**src/rtl/housekeeping_spi_slave_pkg.sv**
```systemverilog
`default_nettype none
//------------------------------------------------------------------------------
// Module   : housekeeping_spi_slave_pkg
// Purpose  : Shared definitions for the housekeeping SPI slave: register
//            addresses, SPI command codes, register reset values and the
//            transaction state enum.
// Revision : 1.0 - initial release
//------------------------------------------------------------------------------
package housekeeping_spi_slave_pkg;

  // SPI command codes (first byte of a transaction)
  localparam logic [7:0] CMD_WRITE      = 8'h80;
  localparam logic [7:0] CMD_READ       = 8'h40;
  localparam logic [7:0] CMD_READ_WRITE = 8'hC0;

  // Register map
  localparam logic [7:0] ADDR_STATUS    = 8'h00;
  localparam logic [7:0] ADDR_MFGR_HI   = 8'h01;
  localparam logic [7:0] ADDR_MFGR_LO   = 8'h02;
  localparam logic [7:0] ADDR_PROD      = 8'h03;
  localparam logic [7:0] ADDR_MASK_3    = 8'h04;
  localparam logic [7:0] ADDR_MASK_2    = 8'h05;
  localparam logic [7:0] ADDR_MASK_1    = 8'h06;
  localparam logic [7:0] ADDR_MASK_0    = 8'h07;
  localparam logic [7:0] ADDR_PLL_CTRL  = 8'h08;
  localparam logic [7:0] ADDR_PLL_BYP   = 8'h09;
  localparam logic [7:0] ADDR_IRQ       = 8'h0A;
  localparam logic [7:0] ADDR_EXT_RST   = 8'h0B;
  localparam logic [7:0] ADDR_TRAP      = 8'h0C;
  localparam logic [7:0] ADDR_TRIM_0    = 8'h0D;
  localparam logic [7:0] ADDR_TRIM_1    = 8'h0E;
  localparam logic [7:0] ADDR_TRIM_2    = 8'h0F;
  localparam logic [7:0] ADDR_TRIM_3    = 8'h10;
  localparam logic [7:0] ADDR_PLL_DIV   = 8'h11;
  localparam logic [7:0] ADDR_PLL_FB    = 8'h12;

  // Register reset values
  localparam logic        RST_PLL_ENA     = 1'b0;
  localparam logic        RST_PLL_DCO_ENA = 1'b1;
  localparam logic        RST_PLL_BYPASS  = 1'b1;
  localparam logic        RST_IRQ         = 1'b0;
  localparam logic        RST_EXT_RESET   = 1'b0;
  localparam logic [25:0] RST_PLL_TRIM    = 26'h3FFEFFF;
  localparam logic [2:0]  RST_PLL_DIV     = 3'd2;
  localparam logic [2:0]  RST_PLL_SEL     = 3'd2;
  localparam logic [4:0]  RST_PLL_FB_DIV  = 5'd4;

  // Transaction state
  typedef enum logic [1:0] {
    ST_IDLE    = 2'd0,
    ST_COMMAND = 2'd1,
    ST_ADDRESS = 2'd2,
    ST_DATA    = 2'd3
  } spi_state_t;

endpackage : housekeeping_spi_slave_pkg
`default_nettype wire

```
**src/rtl/housekeeping_spi_slave_sync.sv**
```systemverilog
`default_nettype none
//------------------------------------------------------------------------------
// Module   : spi_slave_sync
// Purpose  : Brings the asynchronous SPI pins into the system clock domain
//            with 2-flop synchronizers and derives SCK-rise / CSB-fall pulses.
// Ports    : i_clock, i_resetb   - system clock, async active-low reset
//            i_sck, i_csb, i_sdi - raw SPI pins
//            o_sck_rise          - one-cycle pulse on synchronized SCK rise
//            o_csb_fall          - one-cycle pulse on synchronized CSB fall
//            o_csb, o_sdi        - synchronized CSB / SDI levels
// Revision : 1.0 - initial release
//------------------------------------------------------------------------------
module spi_slave_sync (
  input  logic i_clock,
  input  logic i_resetb,
  input  logic i_sck,
  input  logic i_csb,
  input  logic i_sdi,
  output logic o_sck_rise,
  output logic o_csb_fall,
  output logic o_csb,
  output logic o_sdi
);

  logic r_sck_meta, r_sck_sync, r_sck_prev;
  logic r_csb_meta, r_csb_sync, r_csb_prev;
  logic r_sdi_meta, r_sdi_sync;

  // The CSB chain resets to "selected" (0): if CSB is already low when reset
  // releases no falling edge is seen, so the slave waits for a fresh select.
  always_ff @(posedge i_clock or negedge i_resetb) begin
    if (!i_resetb) begin
      r_sck_meta <= 1'b0;
      r_sck_sync <= 1'b0;
      r_sck_prev <= 1'b0;
      r_csb_meta <= 1'b0;
      r_csb_sync <= 1'b0;
      r_csb_prev <= 1'b0;
      r_sdi_meta <= 1'b0;
      r_sdi_sync <= 1'b0;
    end else begin
      r_sck_meta <= i_sck;
      r_sck_sync <= r_sck_meta;
      r_sck_prev <= r_sck_sync;
      r_csb_meta <= i_csb;
      r_csb_sync <= r_csb_meta;
      r_csb_prev <= r_csb_sync;
      r_sdi_meta <= i_sdi;
      r_sdi_sync <= r_sdi_meta;
    end
  end

  assign o_sck_rise = r_sck_sync & ~r_sck_prev;
  assign o_csb_fall = r_csb_prev & ~r_csb_sync;
  assign o_csb      = r_csb_sync;
  assign o_sdi      = r_sdi_sync;

endmodule : spi_slave_sync
`default_nettype wire

```
**src/rtl/housekeeping_spi_slave.sv**
```systemverilog
`default_nettype none
//------------------------------------------------------------------------------
// Module   : housekeeping_spi_slave
// Purpose  : SPI mode-0 slave giving access to a small housekeeping register
//            file (IDs, PLL controls, IRQ, external reset, trap status).
//            Transaction: CSB low, command byte, address byte, data bytes
//            with auto-incrementing address until CSB rises.
// Ports    : clock, resetb       - system clock, async active-low reset
//            SCK, CSB, SDI, SDO  - SPI pins (asynchronous to clock)
//            sdo_enb             - SDO output enable, active low
//            trap                - CPU trap status (read-only register)
//            pll_*, irq, ext_reset - register-driven control outputs
// Revision : 1.0 - initial release
//------------------------------------------------------------------------------
module housekeeping_spi_slave
  import housekeeping_spi_slave_pkg::*;
#(
  parameter logic [11:0] MFGR_ID  = 12'h456,
  parameter logic [7:0]  PROD_ID  = 8'h11,
  parameter logic [31:0] MASK_REV = 32'h0
) (
  input  logic        clock,
  input  logic        resetb,
  input  logic        SCK,
  input  logic        CSB,
  input  logic        SDI,
  output logic        SDO,
  output logic        sdo_enb,
  input  logic        trap,
  output logic        pll_ena,
  output logic        pll_dco_ena,
  output logic        pll_bypass,
  output logic        irq,
  output logic        ext_reset,
  output logic [25:0] pll_trim,
  output logic [2:0]  pll_div,
  output logic [2:0]  pll_sel,
  output logic [4:0]  pll_fb_div
);

  logic w_sck_rise, w_csb_fall, w_csb, w_sdi;

  spi_slave_sync u_sync (
    .i_clock    (clock),
    .i_resetb   (resetb),
    .i_sck      (SCK),
    .i_csb      (CSB),
    .i_sdi      (SDI),
    .o_sck_rise (w_sck_rise),
    .o_csb_fall (w_csb_fall),
    .o_csb      (w_csb),
    .o_sdi      (w_sdi)
  );

  spi_state_t  r_state;
  logic [2:0]  r_bit_cnt;
  logic [6:0]  r_shift;      // bits already received of the current byte
  logic [7:0]  r_addr;
  logic [7:0]  r_out;        // read data being shifted out, MSB at [7]
  logic        r_wr_mode;
  logic        r_rd_mode;
  logic        r_sdo;
  logic        r_sdo_enb;

  logic        r_pll_ena;
  logic        r_pll_dco_ena;
  logic        r_pll_bypass;
  logic        r_irq;
  logic        r_ext_reset;
  logic [25:0] r_pll_trim;
  logic [2:0]  r_pll_div;
  logic [2:0]  r_pll_sel;
  logic [4:0]  r_pll_fb_div;

  logic [7:0]  w_shift_next; // full byte as it stands after this SCK rise
  logic        w_byte_done;
  logic [7:0]  w_rd_addr;
  logic [7:0]  w_rd_data;

  assign w_shift_next = {r_shift, w_sdi};
  assign w_byte_done  = w_sck_rise && (r_bit_cnt == 3'd7);

  // Read data is only consumed at byte boundaries: right after the address
  // byte (the address just received) or after a data byte (the next address).
  always_comb begin
    w_rd_addr = (r_state == ST_ADDRESS) ? w_shift_next : (r_addr + 8'd1);
    w_rd_data = 8'h00;
    case (w_rd_addr)
      ADDR_STATUS:   w_rd_data = 8'h00;
      ADDR_MFGR_HI:  w_rd_data = {4'b0, MFGR_ID[11:8]};
      ADDR_MFGR_LO:  w_rd_data = MFGR_ID[7:0];
      ADDR_PROD:     w_rd_data = PROD_ID;
      ADDR_MASK_3:   w_rd_data = MASK_REV[31:24];
      ADDR_MASK_2:   w_rd_data = MASK_REV[23:16];
      ADDR_MASK_1:   w_rd_data = MASK_REV[15:8];
      ADDR_MASK_0:   w_rd_data = MASK_REV[7:0];
      ADDR_PLL_CTRL: w_rd_data = {6'b0, r_pll_dco_ena, r_pll_ena};
      ADDR_PLL_BYP:  w_rd_data = {7'b0, r_pll_bypass};
      ADDR_IRQ:      w_rd_data = {7'b0, r_irq};
      ADDR_EXT_RST:  w_rd_data = {7'b0, r_ext_reset};
      ADDR_TRAP:     w_rd_data = {7'b0, trap};
      ADDR_TRIM_0:   w_rd_data = r_pll_trim[7:0];
      ADDR_TRIM_1:   w_rd_data = r_pll_trim[15:8];
      ADDR_TRIM_2:   w_rd_data = r_pll_trim[23:16];
      ADDR_TRIM_3:   w_rd_data = {6'b0, r_pll_trim[25:24]};
      ADDR_PLL_DIV:  w_rd_data = {2'b0, r_pll_sel, r_pll_div};
      ADDR_PLL_FB:   w_rd_data = {3'b0, r_pll_fb_div};
      default:       w_rd_data = 8'h00;
    endcase
  end

  always_ff @(posedge clock or negedge resetb) begin
    if (!resetb) begin
      r_state       <= ST_IDLE;
      r_bit_cnt     <= 3'd0;
      r_shift       <= 7'd0;
      r_addr        <= 8'd0;
      r_out         <= 8'd0;
      r_wr_mode     <= 1'b0;
      r_rd_mode     <= 1'b0;
      r_sdo         <= 1'b0;
      r_sdo_enb     <= 1'b1;
      r_pll_ena     <= RST_PLL_ENA;
      r_pll_dco_ena <= RST_PLL_DCO_ENA;
      r_pll_bypass  <= RST_PLL_BYPASS;
      r_irq         <= RST_IRQ;
      r_ext_reset   <= RST_EXT_RESET;
      r_pll_trim    <= RST_PLL_TRIM;
      r_pll_div     <= RST_PLL_DIV;
      r_pll_sel     <= RST_PLL_SEL;
      r_pll_fb_div  <= RST_PLL_FB_DIV;
    end else if (w_csb) begin
      // Deselected: any partial byte is dropped and SDO is released.
      r_state   <= ST_IDLE;
      r_bit_cnt <= 3'd0;
      r_wr_mode <= 1'b0;
      r_rd_mode <= 1'b0;
      r_sdo     <= 1'b0;
      r_sdo_enb <= 1'b1;
    end else begin
      if (w_sck_rise && (r_state != ST_IDLE)) begin
        r_shift   <= w_shift_next[6:0];
        r_bit_cnt <= r_bit_cnt + 3'd1;
      end
      case (r_state)
        ST_IDLE: begin
          if (w_csb_fall) begin
            r_state   <= ST_COMMAND;
            r_bit_cnt <= 3'd0;
          end
        end
        ST_COMMAND: begin
          if (w_byte_done) begin
            // Unknown commands leave both modes off, so the rest of the
            // transaction is clocked through with no effect.
            r_wr_mode <= (w_shift_next == CMD_WRITE) || (w_shift_next == CMD_READ_WRITE);
            r_rd_mode <= (w_shift_next == CMD_READ)  || (w_shift_next == CMD_READ_WRITE);
            r_state   <= ST_ADDRESS;
          end
        end
        ST_ADDRESS: begin
          if (w_byte_done) begin
            r_addr  <= w_shift_next;
            r_state <= ST_DATA;
            if (r_rd_mode) begin
              r_out     <= w_rd_data;
              r_sdo     <= w_rd_data[7];
              r_sdo_enb <= 1'b0;
            end
          end
        end
        ST_DATA: begin
          if (w_byte_done) begin
            if (r_wr_mode) begin
              case (r_addr)
                ADDR_PLL_CTRL: {r_pll_dco_ena, r_pll_ena} <= w_shift_next[1:0];
                ADDR_PLL_BYP:  r_pll_bypass             <= w_shift_next[0];
                ADDR_IRQ:      r_irq                    <= w_shift_next[0];
                ADDR_EXT_RST:  r_ext_reset              <= w_shift_next[0];
                ADDR_TRIM_0:   r_pll_trim[7:0]          <= w_shift_next;
                ADDR_TRIM_1:   r_pll_trim[15:8]         <= w_shift_next;
                ADDR_TRIM_2:   r_pll_trim[23:16]        <= w_shift_next;
                ADDR_TRIM_3:   r_pll_trim[25:24]        <= w_shift_next[1:0];
                ADDR_PLL_DIV:  {r_pll_sel, r_pll_div}   <= w_shift_next[5:0];
                ADDR_PLL_FB:   r_pll_fb_div             <= w_shift_next[4:0];
                default: ;
              endcase
            end
            r_addr <= r_addr + 8'd1;
            if (r_rd_mode) begin
              r_out <= w_rd_data;
              r_sdo <= w_rd_data[7];
            end
          end else if (w_sck_rise && r_rd_mode) begin
            r_out <= {r_out[6:0], 1'b0};
            r_sdo <= r_out[6];
          end
        end
        default: r_state <= ST_IDLE;
      endcase
    end
  end

  assign SDO         = r_sdo;
  assign sdo_enb     = r_sdo_enb;
  assign pll_ena     = r_pll_ena;
  assign pll_dco_ena = r_pll_dco_ena;
  assign pll_bypass  = r_pll_bypass;
  assign irq         = r_irq;
  assign ext_reset   = r_ext_reset;
  assign pll_trim    = r_pll_trim;
  assign pll_div     = r_pll_div;
  assign pll_sel     = r_pll_sel;
  assign pll_fb_div  = r_pll_fb_div;

endmodule : housekeeping_spi_slave
`default_nettype wire

```
**config.mk**
```make
export PLATFORM = sky130hd
export DESIGN_NAME = housekeeping_spi_slave
export DESIGN_NICKNAME = d
export VERILOG_FILES = /design/src/rtl/housekeeping_spi_slave_pkg.sv /design/src/rtl/housekeeping_spi_slave_sync.sv /design/src/rtl/housekeeping_spi_slave.sv
export SDC_FILE = /design/constraint.sdc
export NUM_CORES = 1
export LEC_CHECK = 0
export BUFFER_PORTS_ARGS = -buffer_cell sky130_fd_sc_hd__buf_4
export CAP_MARGIN = 20
export CORE_MARGIN = 5
export CORE_UTILIZATION = 45
export CTS_CLUSTER_SIZE = 10
export DETAILED_ROUTE_END_ITERATION = 8
export PLACE_DENSITY = 0.66
export SLEW_MARGIN = 20
export SYNTH_ARGS = -nofsm -noshare
export SYNTH_HDL_FRONTEND = slang
export SYNTH_SLANG_ARGS = --single-unit
export TNS_END_PERCENT = 5
```
**constraint.sdc**
```tcl
create_clock -name clock -period 2.3 [get_ports clock]
set_input_delay 0.345 -clock clock [delete_from_list [all_inputs] [get_ports clock]]
set_output_delay 0.345 -clock clock [all_outputs]
set_load 0.05 [all_outputs]
```
==> metrics.md <==
| Metric | Value |
|---|---|
| Status | `finished, final reports clean` |
| TritonCTS clock tree | `yes` |
| Final WS setup | `0.0910 ns` |
| Antenna cells | `0` |
| Hpwl dp | `8.04 mm` |
| Critical path arrival | `2.50 ns` |
| EDFF count, synth | `0` |
| Min cycle time layout | `2.21 ns` |
| Core area | `9590 um2` |
| Met1 Usage GRT | `0.282` |
| Routed wire length | `11.2 mm` |
| # port buffers | `49` |
| Static leakage | `2.45 nW` |
| Fin. max-slew vios | `0` |
| Met3 Track Usage GR | `0.0448` |
| RSZ-0062 raised after global routing | `yes` |
| Synth-to-Final Area Change | `25.8%` |
| Overall Global Routing Usage | `0.201` |
| PD cells | `680 nW/um2` |
| Design area | `5480 um2` |
| Yosys reg bits | `81` |
| Register area share after synthesis | `0.474` |
| Rel. slew slack | `0.634` |
| Final setup violation count | `0` |
| Met2 usage | `0.315` |
| Post-DRT Antenna Nets | `0` |
| Max-cap viol count | `0` |
| Async set-reset flop share out of synthesis | `1.00` |
| Combinational family with the most area after synthesis | `multiplexers` |
| Synth Instances | `403` |
| Critical path capture point type | `register` |
| FMAX | `0.453 GHz` |
| Hold_ws | `0.0856 ns` |
| Clk slew on worst S/H paths | `0.08 ns` |
| CTS buffer count | `9` |
| VDD IR-drop max | `0.000413 V` |
| Total power | `3.72 mW` |
| CP cell instances | `ha_1, ha_1, and2_2, nand4b_4, nor4b_4, buf_4, nand2_1, mux2_2` |
| Clock Skew | `0.0126 ns` |
| Cell Rows | `36` |
| Most Frequent Cell on Critical Path | `ha_1` |
| Net count after synthesis | `420` |
| Hold Path Class | `in2reg` |
| Final worst path period share | `0.960` |
| CP top delay family | `simple AND/OR/NAND/NOR gates` |
| Crit-path max cell delay | `0.47 ns` |
| DP Worst Slack | `-0.0575 ns` |
| Commonest non-fill, non-tap cell in the layout | `buf_4` |
| Crit path launch | `r_bit_cnt[0]$_DFF_PN0_` |
| Die height | `108 um` |
| Post-DP Area | `5070 um2` |
| Critical R2R Launch | `r_bit_cnt[0]$_DFF_PN0_` |
| Placed Cells | `602` |
| H-tree Lvls | `3` |
| Post-Synth Simple-Gate Area | `0.141` |
| Clock root buffer | `clkbuf_8` |
| Layout Cells excl Fill | `626` |
| Routability cong. | `0.867` |
| DRC viols | `0` |
| Fin nets | `505` |
| Worst-path fanout max | `5` |
| Die ar. | `11700 um2` |
| Clock sinks | `81` |
| Starting Density | `0.454` |
| GR Overflow Total | `0` |
| Synth Area in Compound Gates | `0.149` |
| First-iteration detailed-routing DRC count | `206` |
| CP required | `2.59 ns` |
| Post-synthesis xor/xnor area fraction | `0.0121` |
| First-pass GRT wire length | `18.2 mm` |
| DRT Pass-1 Iters | `4` |
| Hold Fails Final Rpt | `0` |
| Width of the chip | `108 um` |
| Most used routing layer | `met2` |
| Syn_area_per_cell | `10.8 um2` |
| Vias in the first global route | `3473` |
| Latest clock arrival within the worst-skew pair | `0.36 ns` |
| Post-Synth Adder-Cell Area | `0.0316` |
| Worst Path Class, Setup | `reg2reg` |
| Worst setup SP type | `register` |
| Commonest cells after routing, fill and taps aside | `buf_4, dfrtp_1, nand2_1, mux2_2` |
| Worst hold start | `SDI` |
| Mux cell area share after synthesis | `0.157` |
| Worst slew pin tran | `0.550 ns` |
| Clk buf depth | `2` |
| Vias | `3474` |
| Critical path buffers and inverters | `1` |
| Top Ports | `50` |
| Drt via density | `5.55` |
| Initial antenna violation count | `0` |
| Predominant post-synthesis flop cell | `dfrtp_1` |
| Largest net degree at the start of global routing | `44` |
| Layout cells sized above 1 | `0.424` |
| Drt wl/cell | `17.9 um` |
| Mapped cell area | `4350 um2` |
| CP max stage cell | `nor4b_4` |
| Post-synth cell types | `66` |
| Synth warnings | `0` |
## worst paths after layout
kind	slack (ns)	endpoint	cells after the start
max	0.09	pll_trim[24]$_DFFE_PN1P_	8
min	0.09	u_sync.r_sdi_meta$_DFF_PN0_	1
max reg2reg	0.09	pll_trim[24]$_DFFE_PN1P_	8
min reg2reg	0.35	u_sync.o_sdi$_DFF_PN0_	0
max in group asynchronous	1.12	pll_div[1]$_DFFE_PN1P_	3
min in group asynchronous	0.52	r_addr[4]$_DFFE_PN0P_	2
## area by class of cell
cell class / count / area (um2)
Tap cell: 133 / 166
Multi-Input combinational cell: 291 / 2260
Sequential cell: 81 / 2070
Fill cell: 830 / 4120
Inverter: 11 / 41.3
Clock buffer: 9 / 124
Clock inverter: 7 / 95.1
Timing Repair Buffer: 94 / 724
## cell families after synthesis
| kind of cell | count (synthesis) |
|---|---|
| AO/OA/AOI/OAI | 100 |
| XOR/XNOR | 6 |
| adder cells (fa/ha/maj) | 11 |
| buffers and inverters | 31 |
| flip-flops | 81 |
| multiplexers | 59 |
| AND/OR/NAND/NOR | 115 |
## through the flow
stage	setup TNS, ns	utilization
CTS	0	0.555
global placement	0	0.529
finish	0	0.571
detailed placement	-0.0881	0.529
floorplan	0	-
global route	-0.118	0.571
## state kept, by name, summed over array words and instances, names as in the netlist, 2 cells and up
name and cells:
pll_div 3, r_shift 7, pll_fb_div 5, r_state 2
pll_trim 26, r_out 7, r_bit_cnt 3, pll_sel 3
r_addr 8
## routing by layer
layer | part of all wire | routed length [um] | up-vias
met3 | 0.052 | 586 | 15
met2 | 0.48 | 5350 | 93
li1 | - | - | 1633
met4 | 0.012 | 136 | 0
met1 | 0.46 | 5120 | 1733
met5 | 0 | 0 | -
## synthesized netlist by cell type (5+ instances only)
master    number  area, um2
a21oi_1       18       90.1
mux2i_1       12        120
nand3_1       12       60.1
a22oi_1        5       37.5
clkbuf_1       9       33.8
buf_4          5       37.5
a31oi_1        5       31.3
nand2_1       42        158
o22ai_1        6       37.5
mux2_2        34        383
ha_1          11        138
xnor2_1        5       43.8
nor2_1        21       78.8
inv_1         10       37.5
dfstp_2       31        815
mux2_1        10        113
o21ai_0       32        160
dfrtp_1       50       1250
## timing repair
item | 4_1_cts | 5_1_grt
resized for setup | 4 | 21
pin swaps | 0 | 7
hold buffers | 1 | 0
setup endpoints to repair | 9 | 25
hold endpoints to repair | 32 | 0
setup buffers | 0 | 7
## power breakdown
part           total (mW)  switching, mW  internal, mW
clock                1.15          0.540         0.611
combinational       0.984          0.555         0.429
sequential           1.59          0.104          1.48
Power figures use the tool's default switching activity.
